===== src/rtl/ram_fifo_ctrl.sv =====
// Pointer/flag controller that turns a simple dual-port RAM (registered read) into a synchronous FIFO.
// Optional threshold flags are built when RAM_FIFO_ALMOST_EN is defined; otherwise they are tied off.
module ram_fifo_ctrl #(
  parameter int WIDTH    = 8,
  parameter int DEPTH    = 16,
  parameter int ADDRESS  = 4,
  parameter int AF_LEVEL = 12,
  parameter int AE_LEVEL = 2
) (
  input  logic               clock,
  input  logic               reset,
  input  logic               push,
  input  logic               pop,
  output logic               full,
  output logic               empty,
  output logic [ADDRESS:0]   count,
  output logic               ram_wr_enb,
  output logic [ADDRESS-1:0] ram_wr_addr,
  output logic               ram_rd_enb,
  output logic [ADDRESS-1:0] ram_rd_addr,
  output logic               rd_valid,
  output logic               overflow,
  output logic               underflow,
  output logic               almost_full,
  output logic               almost_empty
);

  localparam int CNT_W = ADDRESS + 1;

  // Pointer wrap relies on DEPTH being exactly the RAM address space.
  if (DEPTH != (1 << ADDRESS) || WIDTH < 1 || AF_LEVEL > DEPTH || AE_LEVEL >= DEPTH) begin : g_bad_cfg
    $error("ram_fifo_ctrl: inconsistent DEPTH/ADDRESS/WIDTH/threshold parameters");
  end

  logic [ADDRESS-1:0] wr_ptr_q, wr_ptr_d;
  logic [ADDRESS-1:0] rd_ptr_q, rd_ptr_d;
  logic [CNT_W-1:0]   count_q, count_d;
  logic               full_q, full_d;
  logic               empty_q, empty_d;
  logic               rd_valid_q, rd_valid_d;
  logic               overflow_q, overflow_d;
  logic               underflow_q, underflow_d;
  logic               pop_ok;
  logic               push_ok;

  always_comb begin
    pop_ok  = pop & ~empty_q;
    push_ok = push & (~full_q | pop_ok);
  end

  always_comb begin
    wr_ptr_d    = wr_ptr_q;
    rd_ptr_d    = rd_ptr_q;
    count_d     = count_q;
    overflow_d  = overflow_q;
    underflow_d = underflow_q;
    if (push_ok) wr_ptr_d = wr_ptr_q + ADDRESS'(1);
    if (pop_ok)  rd_ptr_d = rd_ptr_q + ADDRESS'(1);
    case ({push_ok, pop_ok})
      2'b10:   count_d = count_q + CNT_W'(1);
      2'b01:   count_d = count_q - CNT_W'(1);
      default: count_d = count_q;
    endcase
    full_d     = (count_d == CNT_W'(DEPTH));
    empty_d    = (count_d == '0);
    rd_valid_d = pop_ok;
    if (push & ~push_ok) overflow_d  = 1'b1;
    if (pop & ~pop_ok)   underflow_d = 1'b1;
  end

  always_ff @(posedge clock or negedge reset) begin
    if (!reset) begin
      wr_ptr_q    <= '0;
      rd_ptr_q    <= '0;
      count_q     <= '0;
      full_q      <= 1'b0;
      empty_q     <= 1'b1;
      rd_valid_q  <= 1'b0;
      overflow_q  <= 1'b0;
      underflow_q <= 1'b0;
    end else begin
      wr_ptr_q    <= wr_ptr_d;
      rd_ptr_q    <= rd_ptr_d;
      count_q     <= count_d;
      full_q      <= full_d;
      empty_q     <= empty_d;
      rd_valid_q  <= rd_valid_d;
      overflow_q  <= overflow_d;
      underflow_q <= underflow_d;
    end
  end

`ifdef RAM_FIFO_ALMOST_EN
  logic almost_full_q, almost_full_d;
  logic almost_empty_q, almost_empty_d;

  always_comb begin
    almost_full_d  = (count_d >= CNT_W'(AF_LEVEL));
    almost_empty_d = (count_d <= CNT_W'(AE_LEVEL));
  end

  always_ff @(posedge clock or negedge reset) begin
    if (!reset) begin
      almost_full_q  <= 1'b0;
      almost_empty_q <= 1'b1;
    end else begin
      almost_full_q  <= almost_full_d;
      almost_empty_q <= almost_empty_d;
    end
  end

  assign almost_full  = almost_full_q;
  assign almost_empty = almost_empty_q;
`else
  assign almost_full  = 1'b0;
  assign almost_empty = 1'b1;
`endif

  // At full with push and pop both accepted, wr_addr == rd_addr; the RAM reads the old word first.
  assign ram_wr_enb  = push_ok;
  assign ram_wr_addr = wr_ptr_q;
  assign ram_rd_enb  = pop_ok;
  assign ram_rd_addr = rd_ptr_q;

  assign full      = full_q;
  assign empty     = empty_q;
  assign count     = count_q;
  assign rd_valid  = rd_valid_q;
  assign overflow  = overflow_q;
  assign underflow = underflow_q;

endmodule


===== config.mk =====
export PLATFORM = sky130hd
export DESIGN_NAME = ram_fifo_ctrl
export DESIGN_NICKNAME = d
export VERILOG_FILES = /design/src/rtl/ram_fifo_ctrl.sv
export SDC_FILE = /design/constraint.sdc
export NUM_CORES = 1
export LEC_CHECK = 0
export BUFFER_PORTS_ARGS = -buffer_cell sky130_fd_sc_hd__buf_2
export CAP_MARGIN = 20
export CORE_MARGIN = 4
export CORE_UTILIZATION = 50
export CTS_CLUSTER_DIAMETER = 60
export DETAILED_ROUTE_END_ITERATION = 7
export PLACE_DENSITY_LB_ADDON = 0.2
export REMOVE_ABC_BUFFERS = 1
export SLEW_MARGIN = 20
export SYNTH_ARGS = -nofsm -noshare
export SYNTH_HDL_FRONTEND = slang
export SYNTH_SLANG_ARGS = --single-unit

===== constraint.sdc =====
create_clock -name clock -period 3.3 [get_ports clock]
set_clock_uncertainty 0.2 [all_clocks]
set_input_delay 0.33 -clock clock [delete_from_list [all_inputs] [get_ports clock]]
set_output_delay 0.33 -clock clock [all_outputs]
set_load 0.005 [all_outputs]

### After elaboration in Yosys (flattened, before gate mapping)

Index checks and enable logic that the tools add are counted.

* memories kept: 0
* output and inout bits: 22
* bits of input ports: 4
* bits in latches: 0
* RAM bits: 0
* flip-flop bits (word level): 18
* logic and storage cells: 26
* ROM bits: 0

* equal/unequal tests: 3
* mux-type cells: 1
* multipliers: 0
* div/mod/pow operators: 0
* order comparisons: 0
* $add $sub $neg: 4
* shift-type cells: 0
* bitwise operators: 9
* reductions and logical operators: 1

Operators with widths (count)
* case mux 5 bit (2 select lines): 1
* adder 4 x 1 -> 4 bit (second input constant): 2
* adder 5 x 1 -> 5 bit (second input constant): 1
* equality test 5 bit (second input constant): 1
* zero test 5 bit: 1
* subtractor 5 x 1 -> 5 bit (second input constant): 1
* bitwise AND 1 bit: 4
* inverter 1 bit: 4
* equality test 2 x 1 -> 1 bit (second input constant): 1
* equality test 2 bit (second input constant): 1
* bitwise OR 1 bit: 1

### Logic depth before layout (Yosys ltp)

Gate-level depths: netlist of the first run.

* depth in word-level cells: 7
* mapped depth: 12
* mapped depth without buffers: 11

### Worst setup path after synthesis of the first run

OpenSTA, ideal clock, no wires.

* path type: flip-flop to flip-flop
* start point: register empty_q (netlist: empty)
* end point: register full_q (netlist: full)
* buffers on the path: 1
* period minus slack after synthesis: 2638 ps
* arrival: 2316 ps
* path slack: 662 ps
* stages on the path, launching flop included: 13
* library setup time: 123 ps
* required time: 2977 ps
* cell sequence: dfstp_2 nand2b_1 nand2_1 nand2_1 ha_1 buf_6 xor2_1 ha_1 o21ai_0 a221oi_2 o211ai_2 xnor2_2 nor3b_2

* cells in the longest elaborated chain, start to end: 7
* elaborated cells on any way between the ends: 8
* classes of those cells: eq/ne: 3; mux: 1; bitwise: 4

Ends and longest elaborated chain
* start, declared: line 39 `logic empty_q, empty_d;`
* start signal, assigned: line 86 `empty_q <= empty_d;`
* inverter 1 bit *: line 47 `pop_ok = pop & ~empty_q;`
* bitwise AND 1 bit *: line 47
* bitwise OR 1 bit: line 48 `push_ok = push & (~full_q | pop_ok);`
* bitwise AND 1 bit: line 48
* equality test 2 x 1 -> 1 bit or equality test 2 bit (tied branches): line 59 `case ({push_ok, pop_ok})`
* case mux 5 bit (2 select lines) *: line 59
* named net count_d[4]: line 37 `logic [CNT_W-1:0] count_q, count_d;`
* equality test 5 bit *: line 64 `full_d = (count_d == CNT_W'(DEPTH));`
* named net full_d: line 38 `logic full_q, full_d;`
* end signal, assigned: line 85 `full_q <= full_d;`
* end, declared: line 38

The timed path passes the listed nets; every way through them passes the cells marked *.
A chain may end at the register's enable or synchronous reset.

### Final worst setup path of the first run

* start point: register empty_q (netlist: empty)
* end point: register empty_q (netlist: empty)

* cells in the longest elaborated chain, start to end: 7
* elaborated cells on any way between the ends: 8
* classes of those cells: eq/ne: 2; mux: 1; bitwise: 4; reduce/logical: 1

Ends and longest elaborated chain
* inverter 1 bit *: line 47
* bitwise AND 1 bit *: line 47
* bitwise OR 1 bit: line 48
* bitwise AND 1 bit: line 48
* equality test 2 x 1 -> 1 bit or equality test 2 bit (tied branches): line 59
* case mux 5 bit (2 select lines) *: line 59
* named net count_d[4]: line 37
* zero test 5 bit *: line 65 `empty_d = (count_d == '0);`
* named net empty_d: line 39

Marks and branches as above.

==> key figures, run 1 <==
Outcome
  – Outcome: completed

Synth
  – Seq/Total Area, Yosys: 0.468
  – Most frequent cell after synthesis: dfrtp_1
  – Syn Inst Count: 87
  – Post-synth EDFFs: 0
  – Post-Syn Area: 966 um^2
  – Synth top area share: 0.440
  – Avg Cell Area, Syn: about 11 um^2
  – Synth async-reset ratio: 1.00
  – Netlist cell types: 36
  – Primary FF master, synth: dfrtp_1
  – FF+latch count, synth: 18
  – Synth top cells by count: 17 x dfrtp_1, 12 x nand2_1, 8 x xnor2_1
  – Largest cells by area after synthesis: dfrtp_1 44%, xnor2_1 7.3%, ha_1 6.5%
  – Cell taking the most area after synthesis: dfrtp_1
  – Synthesis Warnings: 0

Power and ir drop
  – Sw Ratio: 0.386
  – Lkg Pwr: 0.530 nW
  – Part of the power in registers: 0.417
  – Switching pwr: 417 uW
  – Gate power share: 0.458
  – Int Power: 662 uW
  – Clock network power share: 0.125
  – VDD IR-drop max: 567 uV
  – Power Density: 969 nW/um^2

Detailed routing
  – Vias/cell: approximately 4.9
  – Final ANT Viol Nets: 0
  – DR vias: between 600 and 700
  – WL/cell: 11.9 um
  – Iter 0 DRT Violations: 6
  – DRT Pass-1 Iters: 3
  – # DRC: 0
  – Routed WL: 1.60 mm

Clocking
  – Clk slew on worst S/H paths: 100 ps
  – Clk buf depth: 2
  – Hold buffers post-CTS: 1
  – Root buffer cell: clkbuf_4
  – Clk sink count: 18
  – Post-CTS setup buffer count: 0
  – H-tree levels: 1
  – CTS tree: done
  – Later-pin clock latency in the skew report: 290 ps
  – # resized after CTS: 0
  – CTS buffer count: 3

Die
  – Die area: 2700 um^2
  – Die X-Extent: ~52 um
  – Starting density of the core: 0.542
  – Core Area: 1780 um^2
  – I/O Pins: 26
  – Die Span Y: around 52 um
  – Std cell rows: 15

Place
  – HPWL after detailed placement: 1.19 mm
  – PortBufs: 23
  – GP Congestion: 0.790
  – Placed cell area: 1070 um^2

Finish
  – Share of layout cells above drive strength 1: 0.327
  – ANT cells: 0
  – Area Overhead vs Synth: 15.3%
  – Final Core Density: 0.625
  – Post-route cell area: roughly 1100 um^2
  – Nets: 120

Critical path
  – Critical Path End Type: register
  – Critical-path top delay cell: dfstp_2
  – Crit-path max cell delay: 540 ps
  – Crit path max fanout: 9
  – Critical path's top delay family: adder cells
  – Startpoint Class: register
  – Critical Path AT: roughly 2900 ps
  – Crit-path cells: nand2b_1 -> nand2_1 -> nand2_1 -> ha_1 -> xor2_1 -> ha_1 -> o21ai_0 -> a221oi_2 -> o211ai_2 -> xnor2_2 -> nor3_1
  – Critical Path RT: between 3000 and 4000 ps
  – Crit path buf inv count: 0
  – WS Path Type: reg2reg

Timing
  – Unrepaired setup endpoints after global routing: false
  – Setup violations, final: 0
  – Setup TNS Final: 0 ps
  – Fmax: 0.342 GHz
  – Final Hold Vio Count: 0
  – Period utilisation layout: 0.887
  – Final min period: 2930 ps
  – Max-slew violations: 0

Global routing
  – Global-route wire length before repair: between 2 and 3 mm
  – Largest net degree at the start of global routing: 19
  – Antenna violations before repair: 0
  – GRT overflow: 0
  – Vias in the first global route: approximately 630
  – Tot GR Track Use: 0.134

Flow run
  – Max cap viols: 0

Worst hold path
  – Min-Delay Path Class: in2reg
[cell families after synthesis]
| family | Yosys count | share of synthesized area |
|---|---|---|
| mux | 1 | 0.0117 |
| flops | 18 | 0.468 |
| xor+xnor | 11 | 0.108 |
| fa+ha+maj | 5 | 0.0648 |
| simple gates | 30 | 0.168 |
| other cells | 2 | 0.00777 |
| buf+inv | 7 | 0.0544 |
| compound gates | 13 | 0.118 |
[final cells by class]
cell class | count | area, um^2
fill | 152 | 669
sequential | 18 | 452
clock buffer | 4 | 36.3
timing repair buffer | 24 | 125
multi-input combinational | 62 | 462
inverter | 2 | 7.51
tap | 25 | 31.3
[cells in the final DEF (no fill, tap or decap), types with 2 or more instances in the layout]
cell,synthesis,layout
nand4_1,2,2
conb_1,2,2
clkbuf_4,0,3
inv_1,2,2
xnor2_1,8,8
nor2_1,3,3
nand2b_1,2,2
nand2_1,12,12
dfrtp_1,17,17
buf_2,0,23
xor2_1,2,2
nor2b_1,3,3
ha_1,5,5
nor3_1,2,2
[stage by stage]
stage / cells / hold slack (ps) / power (mW) / setup slack (ps)
4_1_cts: 135 / 49.7 / 1.10 / 346
3_3_place_gp: 130 / 83.3 / 0.945 / 439
3_5_place_dp: 130 / 79.1 / 0.955 / 382
5_1_grt: 135 / 63.9 / 1.18 / 42.8
2_1_floorplan: 82 / -166 / 0.781 / 587
6_report: 135 / 56.0 / 1.08 / 373
[state kept, by name (all words and copies together), names as in the netlist]
name         cells
full             1
empty            1
ram_rd_addr      4
overflow         1
ram_wr_addr      4
count            5
rd_valid         1
underflow        1
[power groups by stage]
stage	sequential, mW	clock (mW)	combinational (mW)
finish	0.450	0.135	0.494
global route	0.472	0.149	0.561
detailed placement	0.454	0	0.501
global placement	0.452	0	0.493
CTS	0.450	0.141	0.506
floorplan	0.450	0	0.331
[metal layers]
layer / vias to the layer above / part of all wire / track usage
li1: 341 / - / -
met1: 310 / 0.46 / 0.163
met2: 12 / 0.49 / 0.230
met3: 2 / 0.042 / 0.0258
met4: 0 / 0.0075 / 0.0524
met5: - / 0 / 0
[worst paths after layout]
check / start / to / slack, ps / cells after the start
worst min register to register: underflow / underflow / 260 / 1
worst max register to register: empty / empty / 370 / 11
worst max-delay path: empty / empty / 370 / 11
worst min-delay path: pop / underflow / 60 / 2
max in group asynchronous: reset / empty / 2290 / 2
min in group asynchronous: reset / ram_wr_addr[2] / 280 / 2
No activity file was read; power rests on OpenSTA's default activity.
==> run 2, diff against run 1 <==
- clock period: 3.3 -> 2.9 ns (I/O delays scaled with it)
==> run 2 against run 1 <==
  * First-iteration DRC count is 67% lower
  * Critical path depth is 2 higher
  * Cell count is 3.7% higher
  * Wire length is 6.4% higher
  * Sequential power is 14% higher
  * Combinational power is 26% higher
  * Clock power is 14% higher
==> key figures, run 2 (synthesis gave the netlist of run 1 again) <==
Finish
  – Nets: 125 (+4.2%)
  – Share of layout cells above drive strength 1: 0.383 (+0.0553)
  – Post-route cell area: 1170 um^2 (+4.9%)
  – Commonest non-fill, non-tap cell in the layout: buf_2
  – Final Core Density: 0.655 (+0.0309)
  – Area Overhead vs Synth: 21.0%
  – Layout Cells excl Fill: 140 (+3.7%)
  – ANT cells: 0 (unchanged)
  – # fillers: 161 (+5.9%)
  – Max reg flops: 5 (unchanged)
  – Commonest non-fill, non-tap cells in the layout: 23 x buf_2, 17 x dfrtp_1, 11 x nand2_1, 8 x xnor2_1, 4 x buf_4

Detailed routing
  – WL/cell: 12.2 um (+2.6%)
  – Iter 0 DRT Violations: 2 (-4)
  – Vias/cell: 4.99 (+1.4%)
  – DR vias: 699 (+5.1%)
  – # DRC: 0 (unchanged)
  – DRT Pass-1 Iters: 2 (-1)
  – Final ANT Viol Nets: 0 (unchanged)
  – Routed WL: 1.70 mm (+6.4%)

Critical path
  – Crit path max fanout: 5 (-4)
  – WS Path Type: in2reg
  – Startpoint Class: primary input
  – Critical Path End Type: register
  – Critical Path RT: 2930 ps (-380 ps)
  – Critical Path AT: 2700 ps (-240 ps)

Die
  – Die Span Y: 52.0 um (unchanged)
  – I/O Pins: 26 (unchanged)
  – Std cell rows: 15 (unchanged)
  – Die area: 2700 um^2 (unchanged)
  – Core Area: 1780 um^2 (unchanged)
  – Die X-Extent: 52.0 um (unchanged)
  – Starting density of the core: 0.542 (unchanged)

Timing
  – Setup ws final: 231 ps (-143 ps)
  – Hold Slack: 58.0 ps (+2.05 ps)
  – Final min period: about 2700 ps
  – Unrepaired setup endpoints after global routing: false
  – Final Hold Vio Count: 0 (unchanged)
  – Setup TNS Final: 0 ps (unchanged)
  – Max-slew violations: 0 (unchanged)
  – Setup violations, final: 0 (unchanged)
  – Period utilisation layout: 0.920
  – Fmax: 0.375 GHz

Global routing
  – Vias in the first global route: 673 (+7.7%)
  – Largest net degree at the start of global routing: 19 (unchanged)
  – Global-route wire length before repair: 3.00 mm (+10%)
  – Antenna violations before repair: 0 (unchanged)
  – Tot GR Track Use: 0.155 (+0.0215)
  – GRT overflow: 0 (unchanged)

Clocking
  – Root buffer cell: clkbuf_4
  – Later-pin clock latency in the skew report: 300 ps (about the same)
  – Clk slew on worst S/H paths: 90 ps (about the same)
  – CTS tree: done
  – H-tree levels: 1 (unchanged)
  – CTS buffer count: 3 (unchanged)
  – Clk sink count: 18 (unchanged)
  – Clk buf depth: 2 (unchanged)

Power and ir drop
  – VDD IR-drop max: 592 uV (+4.4%)
  – Power Density: 1100 nW/um^2 (+14%)
  – Lkg Pwr: 0.552 nW (+4.2%)
  – Total Power: 1.29 mW (+19%)

Outcome
  – Outcome: completed

Place
  – GP Congestion: 0.709 (-10%)
  – Dpl ws: 151 ps (-231 ps)
  – Dpl cells: 131 (+0.77%)
  – Placed cell area: 1070 um^2 (+0.70%)
  – PortBufs: 23 (unchanged)
  – HPWL after detailed placement: 1.26 mm (+5.7%)

Worst hold path
  – Min-Delay Path Class: in2reg

Flow run
  – Max cap viols: 0 (unchanged)
[run 2: repair_timing]
action | in CTS | in global routing
endpoints found under the hold margin | 18 | 0
buffers inserted | 0 | 3
gates resized for setup | 0 | 4
setup endpoints to repair | 0 | 3
hold buffers | 2 | 0
[run 2: power by group]
part           internal [mW]  total (mW)  switching (mW)  leakage, nW
Sequential             0.373       0.512           0.139        0.213
Combinational          0.348       0.622           0.274        0.318
Clock                 0.0767       0.154          0.0773       0.0210
[run 2: path summary, 6_finish.rpt]
| kind | startpoint | slack, ps | cells after the start | endpoint |
|---|---|---|---|---|
| worst max-delay path | pop | 230 | 13 | full |
| worst min-delay path | push | 60 | 2 | overflow |
| worst max register to register | empty | 300 | 11 | full |
| worst min register to register | underflow | 260 | 1 | underflow |
| max in group asynchronous | reset | 1940 | 2 | empty |
| min in group asynchronous | reset | 230 | 2 | rd_valid |
[run 2: critical path, cell delays in order]
cell and delay [ps]:
dlygate4sd3_1 530, buf_2 140, nand2b_4 80, nand2_1 60
nand2_2 120, ha_2 210, xor2_1 150, ha_2 200
o21ai_0 90, a221oi_2 280, o211ai_2 140, xnor2_2 200
nor3b_2 180
[run 2: final cells by class]
cell class,count,area [um^2],area share
multi-input cells,62,477,0.408
flip-flops and latches,18,452,0.387
repair buffers,29,165,0.141
clock buffers,4,36.3,0.0310
well taps,25,31.3,0.0268
inverters,2,7.51,0.00642
[run 2: metal layers]
metal / global-route usage / part of all wire / vias up
met1: 0.179 / 0.43 / 331
met5: 0 / 0 / -
met2: 0.255 / 0.49 / 15
met4: 0.0655 / 0.020 / 0
met3: 0.0602 / 0.058 / 5
li1: - / - / 348
==> run 3, diff against run 2 <==
- CORE_UTILIZATION: 50 -> 54
- clock period: 2.9 -> 3.45 ns (I/O delays scaled with it)
==> run 3 against run 2 <==
  * Cell count down 3.6%
  * Global-route usage down 2.3 points
  * Critical path depth down 2
  * Combinational power down 24%
  * Clock power down 34%
  * Utilization down 0.93 points
  * Largest cell class unchanged
  * Highest routed layer is now met3
  * Wire length down 7.9%
  * First-iteration DRC count rose to 3.0 times the previous value
  * Sequential power down 16%
  * Register-to-register slack better by 210 ps
==> key figures, run 3 (synthesis gave the netlist of run 1 again) <==
Outcome
  – Outcome: completed

Clocking
  – CTS buffer count: 3 (unchanged)
  – # resized after CTS: 0 (unchanged)
  – Clk buf depth: 2 (unchanged)
  – Root buffer cell: clkbuf_4
  – Later-pin clock latency in the skew report: 280 ps (-20 ps)
  – CTS tree: done
  – Post-CTS setup buffer count: 0 (unchanged)
  – Clk sink count: 18 (unchanged)
  – H-tree levels: 1 (unchanged)
  – Clk slew on worst S/H paths: 90 ps (about the same)

Power and ir drop
  – Power Density: 909 nW/um^2 (-18%)
  – Lkg Pwr: 0.524 nW (-5.1%)
  – VDD IR-drop max: 463 uV (-22%)

Global routing
  – Global-route wire length before repair: 2.64 mm (-12%)
  – Antenna violations before repair: 0 (unchanged)
  – GRT overflow: 0 (unchanged)
  – Tot GR Track Use: 0.132 (-0.0231)
  – Largest net degree at the start of global routing: 19 (unchanged)
  – Vias in the first global route: 627 (-6.8%)

Critical path
  – Crit-path max cell delay: 540 ps (about the same)
  – Critical-path top delay cell: dfstp_2
  – Critical Path End Type: register
  – WS Path Type: reg2reg
  – Crit path max fanout: 9 (+4)
  – Critical Path AT: 2940 ps (+240 ps)
  – Startpoint Class: register
  – Critical Path RT: 3460 ps (+530 ps)
  – Crit-path cells: nand2b_1 -> nand2_1 -> nand2_1 -> ha_1 -> xor2_1 -> ha_1 -> o21ai_0 -> a221oi_2 -> o211ai_2 -> xnor2_2 -> nor3_1

Die
  – I/O Pins: 26 (unchanged)
  – Die Span Y: 50.3 um (-3.2%)
  – Starting density of the core: 0.566 (+0.0238)
  – Std cell rows: 15 (unchanged)
  – Die area: 2530 um^2 (-6.3%)
  – Core Area: 1710 um^2 (-4.2%)
  – Die X-Extent: 50.3 um (-3.2%)

Flow run
  – Max cap viols: 0 (unchanged)

Finish
  – Nets: 120 (-4.0%)
  – Share of layout cells above drive strength 1: 0.318 (-0.0644)
  – # fillers: 131 (-19%)
  – Max reg flops: 5 (unchanged)
  – Commonest non-fill, non-tap cells in the layout: 23 x buf_2, 17 x dfrtp_1, 12 x nand2_1, 8 x xnor2_1, 5 x ha_1
  – Final Core Density: 0.646 (-0.00928)
  – Area Overhead vs Synth: 14.2%
  – ANT cells: 0 (unchanged)
  – Commonest non-fill, non-tap cell in the layout: buf_2

Detailed routing
  – DRT Pass-1 Iters: 2 (unchanged)
  – Routed WL: 1.57 mm (-7.9%)
  – Vias/cell: 4.96 (-0.75%)
  – Final ANT Viol Nets: 0 (unchanged)
  – # DRC: 0 (unchanged)
  – DR vias: 669 (-4.3%)
  – WL/cell: 11.6 um (-4.5%)
  – Iter 0 DRT Violations: 6 (+4)

Timing
  – Period utilisation layout: 0.851
  – Setup violations, final: 0 (unchanged)
  – Max-slew violations: 0 (unchanged)
  – Unrepaired setup endpoints after global routing: false
  – Final Hold Vio Count: 0 (unchanged)
  – Setup TNS Final: 0 ps (unchanged)
  – Final min period: 2940 ps
  – Fmax: between 0.3 and 0.4 GHz

Place
  – PortBufs: 23 (unchanged)
  – HPWL after detailed placement: 1.21 mm (-4.2%)
  – GP Congestion: 0.753 (+6.3%)

Worst hold path
  – Min-Delay Path Class: in2reg
-- run 3: cell types whose count changed in the layout (fill, tap and decap cells not counted) --
cell,delta
nand2b_1,+1
ha_1,+2
buf_4,-4
dlygate4sd3_1,-1
nand2b_4,-1
nand2_2,-1
clkbuf_8,-1
clkbuf_1,+1
ha_2,-2
nand2_1,+1
-- run 3: worst paths after layout --
check	cells after the start	slack, ps	startpoint	end
max	11	510	empty	empty
min	2	80	pop	underflow
max reg2reg	11	510	empty	empty
min reg2reg	1	260	underflow	underflow
max in group asynchronous	2	2430	reset	empty
min in group asynchronous	2	310	reset	ram_wr_addr[2]
-- run 3: where the power goes --
group	internal (mW)	switching, mW	total (mW)
combinational	0.255	0.218	0.473
clock	0.0449	0.0565	0.101
sequential	0.314	0.114	0.428
-- run 3: layout make-up --
type / instances / area (um^2) / share of cell area
Clock buffer: 4 / 26.3 / 0.0238
Inverter: 2 / 7.51 / 0.00680
Multi-Input combinational cell: 62 / 462 / 0.418
Sequential cell: 18 / 452 / 0.409
Tap cell: 25 / 31.3 / 0.0283
Timing Repair Buffer: 24 / 125 / 0.113
-- run 3: stage by stage --
stage / area [um^2] / hold slack (ps) / power [mW] / worst slack (ps) / std cells
after floorplan: 921 / -151 / 0.747 / 737 / 82
after global placement: 1070 / 94.6 / 0.901 / 569 / 130
after detailed placement: 1070 / 92.9 / 0.913 / 531 / 130
after CTS: 1100 / 65.1 / 1.02 / 486 / 135
after global routing: 1100 / 80.4 / 1.10 / 279 / 135
final: 1100 / 80.8 / 1.00 / 514 / 135
-- run 3: critical path, delay by kind of cell (launching register included) --
kind	cells	cell delay, ps
AOI/OAI and AO/OA	3	520
DFF	1	540
adders and majority gates	2	620
and+or+nand+nor	4	610
xor gates and xnor gates	2	360
-- run 3: layer usage --
layer	vias to the layer above	GRT usage	part of all wire
met3	0	0.0445	0.041
met4	0	0.0269	0
met2	14	0.235	0.50
li1	339	-	-
met5	-	0	0
met1	316	0.154	0.46
-- run 3: what timing repair did --
item                                   CTS  global route
setup endpoints to repair                0             0
endpoints found under the hold margin   17             0
hold buffers                             1             0
